===== config.mk =====
export PLATFORM = sky130hd
export DESIGN_NAME = integer_writeback_buffer
export DESIGN_NICKNAME = d
export VERILOG_FILES = /design/src/rtl/integer_writeback_buffer.sv
export SDC_FILE = /design/constraint.sdc
export NUM_CORES = 1
export LEC_CHECK = 0
export ABC_AREA = 1
export BUFFER_PORTS_ARGS = -buffer_cell sky130_fd_sc_hd__buf_2
export CORE_MARGIN = 3
export CORE_UTILIZATION = 30
export CTS_CLUSTER_DIAMETER = 80
export DETAILED_ROUTE_END_ITERATION = 10
export PLACE_DENSITY_LB_ADDON = 0.08
export SLEW_MARGIN = 20
export SYNTH_ARGS = -nofsm -noshare
export SYNTH_HDL_FRONTEND = slang
export SYNTH_SLANG_ARGS = --single-unit

===== constraint.sdc =====
create_clock -name clk_i -period 11.72 [get_ports clk_i]
set_input_delay 2.344 -clock clk_i [delete_from_list [all_inputs] [get_ports clk_i]]
set_output_delay 2.344 -clock clk_i [all_outputs]
set_load 0.02 [all_outputs]

===== src/rtl/integer_writeback_buffer.sv =====
// Integer writeback buffer: in-order FIFO between the integer unit and the reorder buffer.
// Optional macro IWB_BYPASS_EN forwards a result straight to the outputs when the FIFO is empty.
package iwb_pkg;
  typedef logic [31:0] data_word_t;

  typedef struct packed {
    logic [31:0] pc;
    logic [4:0]  reg_dest;
    logic        trap_generated;
    logic [3:0]  trap_cause;
  } instr_packet_t;
endpackage

module integer_writeback_buffer
  import iwb_pkg::*;
#(
  parameter int DEPTH           = 8,
  parameter int STALL_THRESHOLD = 4
) (
  input  logic          clk_i,
  input  logic          rst_n_i,
  input  logic          clk_en_i,
  input  logic          data_valid_i,
  input  instr_packet_t ipacket_i,
  input  data_word_t    alu_result_i,
  input  data_word_t    bmu_result_i,
  input  data_word_t    mul_result_i,
  input  data_word_t    div_result_i,
  input  logic          ready_i,
  output logic          valid_o,
  output data_word_t    result_o,
  output instr_packet_t ipacket_o,
  output logic          stall_o,
  output logic          overflow_o
);

  localparam int AW = $clog2(DEPTH);
  localparam logic [AW:0] PTR_ONE     = (AW+1)'(1);
  localparam logic [AW:0] STALL_LEVEL = (AW+1)'(DEPTH - STALL_THRESHOLD);

  logic [AW:0]   wr_ptr;
  logic [AW:0]   rd_ptr;
  logic [AW:0]   count;
  logic [AW:0]   count_next;
  data_word_t    data_mem [DEPTH];
  instr_packet_t pkt_mem  [DEPTH];

  logic          empty;
  logic          full;
  logic          bypass;
  logic          push;
  logic          pop;
  logic          overflow_set;
  data_word_t    push_data;

  assign empty     = (wr_ptr == rd_ptr);
  assign full      = (wr_ptr[AW] != rd_ptr[AW]) && (wr_ptr[AW-1:0] == rd_ptr[AW-1:0]);
  assign push_data = alu_result_i | bmu_result_i | mul_result_i | div_result_i;

`ifdef IWB_BYPASS_EN
  assign bypass = empty & clk_en_i & data_valid_i & ready_i;
`else
  assign bypass = 1'b0;
`endif

  // A pop on the same edge frees the slot, so a push into a full buffer is still accepted.
  assign pop          = clk_en_i & ~empty & ready_i;
  assign push         = clk_en_i & data_valid_i & (~full | pop) & ~bypass;
  assign overflow_set = clk_en_i & data_valid_i & full & ~pop;

  assign valid_o = (~empty & clk_en_i) | bypass;

  always_comb begin
    result_o  = '0;
    ipacket_o = '0;
    if (bypass) begin
      result_o  = push_data;
      ipacket_o = ipacket_i;
    end else if (valid_o) begin
      result_o  = data_mem[rd_ptr[AW-1:0]];
      ipacket_o = pkt_mem[rd_ptr[AW-1:0]];
    end
  end

  always_comb begin
    count_next = count;
    case ({push, pop})
      2'b10:   count_next = count + PTR_ONE;
      2'b01:   count_next = count - PTR_ONE;
      default: count_next = count;
    endcase
  end

  // Storage is deliberately left out of reset; pointers alone define validity.
  always_ff @(posedge clk_i) begin
    if (push) begin
      data_mem[wr_ptr[AW-1:0]] <= push_data;
      pkt_mem[wr_ptr[AW-1:0]]  <= ipacket_i;
    end
  end

  always_ff @(posedge clk_i or negedge rst_n_i) begin
    if (!rst_n_i) begin
      wr_ptr     <= '0;
      rd_ptr     <= '0;
      count      <= '0;
      stall_o    <= 1'b0;
      overflow_o <= 1'b0;
    end else if (clk_en_i) begin
      if (push) wr_ptr <= wr_ptr + PTR_ONE;
      if (pop)  rd_ptr <= rd_ptr + PTR_ONE;
      count      <= count_next;
      stall_o    <= (count_next >= STALL_LEVEL);
      overflow_o <= overflow_o | overflow_set;
    end
  end

endmodule


==> results.sh <==
export IMPL_status="finished, final reports clean"
export IMPL_die_width_um=288.6
export IMPL_worstPathMaxFanout=74
export IMPL_p_clk_share_pct=30.1
export IMPL_cts_buffers=70
export IMPL_drt_drc_violations_left=0
export IMPL_synth_nets=1948
export IMPL_cp_required_ns=9.38
export IMPL_grtUsageMet3_pct=2.928
export IMPL_clock_sinks=606
export IMPL_synth_area_mm2=0.02395
export IMPL_dieArea_mm2=0.08327
export IMPL_cpMostUsedCell="buf_4"
export IMPL_drive_above_1_share_pct=19.80
export IMPL_clk_pin_slew_ns=0.06
export IMPL_cts_tree="built"
export IMPL_synth_top_family_by_area="compound AO/OA/AOI/OAI gates"
export IMPL_rows=102
export IMPL_muxShareOfSynthArea_pct=0
export IMPL_grt_pass1_wl_mm=101.6
export IMPL_finalWeightedCongestion=0.7051
export IMPL_end_kind="primary output"
export IMPL_p_int_uw=4370
export IMPL_dr_pass1_iters=5
export IMPL_startpoint_type="flop"
export IMPL_synth_simple_area_share_pct=9.752
export IMPL_overflow=0
export IMPL_worstSetupPathType="reg2out"
export IMPL_synthDistinctLibCells=29
export IMPL_antenna_found_initial=6
export IMPL_max_stage_delay_ns=0.81
export IMPL_skew_ns=0.02408
export IMPL_grt_max_degree=130
export IMPL_root_buffer="clkbuf_16"
export IMPL_cts_resized_gates=0
export IMPL_clk_latency_ns=0.61
export IMPL_drtIter0Drc=838
export IMPL_syn_instance_count=1770
export IMPL_synthXorXnorAreaFrac_pct=0.2560
export IMPL_postSynthAreaPerCell_um2=13.53
export IMPL_pwr_share_comb_pct=30.6
export IMPL_r2r_cells=15
export IMPL_max_slew_margin_pct=28.38
export IMPL_crit_slowest_cell="dfrtp_4"
export IMPL_ir_worst_vdd_uv=127.4
export IMPL_postCtsSetupBuffers=0
export IMPL_finalPower_uw=6916
export IMPL_dp_hpwl_mm=33.98
export IMPL_maxCapViolCount=0
export IMPL_period_needed_ns=6.694
export IMPL_drv_slew=0
export IMPL_swShare_pct=36.81
export IMPL_globalRouteMet1Util_pct=21.82
export IMPL_finalCritPeriodShare_pct=57.12
export IMPL_grtUsageTotal_pct=16.31
export IMPL_hold_depth=1
export IMPL_htree_num_levels=3
export IMPL_hold_slack_ns=0.5003
export IMPL_leakagePower_uw=0.009525
export IMPL_vias=15382
export IMPL_dp_cells=2961
export IMPL_synth_fa_ha_area_share_pct=0.1567
export IMPL_via_per_inst=4.980
export IMPL_layout_setup_ws_ns=5.026
export IMPL_synth_seq_area_share_pct=75.68
export IMPL_setup_violations_final=0
export IMPL_die_h_um=288.6
export IMPL_ant_nets=0
export IMPL_dpl_worst_slack_ns=5.564
export IMPL_port_buffers=251
export IMPL_path_cells="inv_4 > buf_4 > buf_4 > o21ai_0 > o221ai_1 > nand2_1 > nor2_1 > buf_2"
export IMPL_hold_viol_final=0
export IMPL_area_delta_synth_final_pct=18.93
export IMPL_met2_usage_pct=27.40
export IMPL_synth_compound_area_share_pct=11.83
export IMPL_arrival_ns=4.35
export IMPL_power_density_mw_per_mm2=242.8
export IMPL_core_mm2=0.07823
export IMPL_ios=252
export IMPL_clock_fmax_mhz=149.4
export IMPL_rsz0062_at_grt="no"
export IMPL_top_usage_layer="met2"
export IMPL_holdBufCountCts=0
export IMPL_ys_ff_latch=606
export IMPL_wirelength_mm=68.19
export IMPL_initial_utilization_pct=30.62
export IMPL_ys_warn_count=0
export IMPL_grt_pass1_vias=15828
export IMPL_pwr_share_seq_pct=39.3
export IMPL_cts_max_path_buffers=3
export IMPL_power_switching_uw=2546
export IMPL_hold_path_class="reg2reg"
export IMPL_nets=2172
export IMPL_final_cells=3089
export IMPL_tns_ns=0
export IMPL_worst_pin_slew_ns=1.074
export IMPL_detail_route_wl_per_cell_um=22.08
[flip-flops by register name, indices dropped and copies added, names as in the netlist, named ones only]
signal and count:
pkt_mem 336, data_mem 256, rd_ptr 4, wr_ptr 4, count 3, overflow_o 1
stall_o 1
[Yosys cell counts]
library cell    n  share of area [%]
nor2_1        382                6.0
clkbuf_1      111                1.7
xor2_1          6               0.22
or4_1          32                1.0
ha_1            3               0.16
nand2_4         5               0.24
o21bai_1        1              0.031
nor2_4          2              0.094
edfxtp_1      592                 74
inv_2           8               0.13
xnor2_1         1              0.037
a21boi_1        1              0.031
inv_1          15               0.24
nand4_1         2              0.052
o21ai_0       296                6.2
buf_2           8               0.17
nor2_8          1              0.084
dfrtp_1        14                1.5
nand2_1       116                1.8
nand2_2         6               0.16
buf_4           1              0.031
o21ai_1         8               0.17
nand3_1         4              0.084
o221ai_1      148                5.4
nand4_4         1              0.089
buf_1           2              0.031
nand3_2         2              0.084
nor2_2          1              0.026
nor3_2          1              0.042
[final cells by class]
| class | count | area, um^2 |
|---|---|---|
| fill | 7603 | 49750 |
| sequential | 606 | 18140 |
| multi-input combinational | 1019 | 5325 |
| clock buffer | 89 | 1854 |
| timing repair buffer | 274 | 1436 |
| tap | 1040 | 1301 |
| clock inverter | 34 | 322.8 |
| inverter | 23 | 97.59 |
| antenna | 4 | 10.01 |
[layout by cell type (no fill, tap or decap), drive strengths merged]
| master | netlist | routed |
|---|---|---|
| inv | 23 | 25 |
| clkinvlp | 0 | 1 |
| nand4 | 3 | 3 |
| or4 | 32 | 32 |
| ha | 3 | 3 |
| nor2 | 386 | 386 |
| buf | 11 | 274 |
| bufinv | 0 | 5 |
| diode | 0 | 4 |
| xor2 | 6 | 6 |
| xnor2 | 1 | 1 |
| a21boi | 1 | 1 |
| o221ai | 148 | 148 |
| o21bai | 1 | 1 |
| nand3 | 6 | 6 |
| nor3 | 1 | 1 |
| edfxtp | 592 | 592 |
| dfrtp | 14 | 14 |
| clkinv | 0 | 26 |
| o21ai | 304 | 304 |
| clkbuf | 111 | 89 |
| nand2 | 127 | 127 |
[cell families after synthesis]
| group | Yosys count |
|---|---|
| xor+xnor | 7 |
| compound gates | 454 |
| flops | 606 |
| fa+ha+maj | 3 |
| buf+inv | 145 |
| simple gates | 555 |
[final timing paths]
| kind | endpoint | startpoint | slack, ns |
|---|---|---|---|
| hold / removal | overflow_o | overflow_o | 0.50 |
| min in group asynchronous | rd_ptr[0] | rst_n_i | 1.66 |
| max in group asynchronous | rd_ptr[1] | rst_n_i | 9.76 |
| setup / recovery | ipacket_o[8] | rd_ptr[1] | 5.03 |
| hold reg to reg | overflow_o | overflow_o | 0.50 |
| setup reg to reg | pkt_mem[2][11] | rd_ptr[1] | 6.38 |
[power by group through the flow]
stage          clock [uW]  sequential [uW]  combinational, uW
2_1_floorplan           0             2660               1430
3_3_place_gp            0             2760               2170
3_5_place_dp            0             2760               2180
4_1_cts              2160             2720               2190
5_1_grt              2240             2740               2380
6_report             2080             2720               2120
[layer usage]
metal / vias up / routed length, um
met5: - / 13
met1: 7773 / 30650
met4: 2 / 1463
met3: 103 / 3255
li1: 7138 / -
met2: 366 / 32810
[worst max-delay path: cells and delay by family (launching register included)]
family | cells | cell delay, ns
and+or+nand+nor | 2 | 0.25
buffers and inverters | 4 | 2.03
AOI/OAI and AO/OA | 2 | 0.48
DFF | 1 | 0.81
[metrics by stage]
stage | util, % | area (um^2)
after global routing | 36.40 | 28480
after detailed placement | 33.60 | 26280
after CTS | 36.38 | 28460
after global placement | 33.60 | 26280
final | 36.41 | 28490
after floorplan | - | 23950
Note: power is estimated with default switching activity, not from simulation.
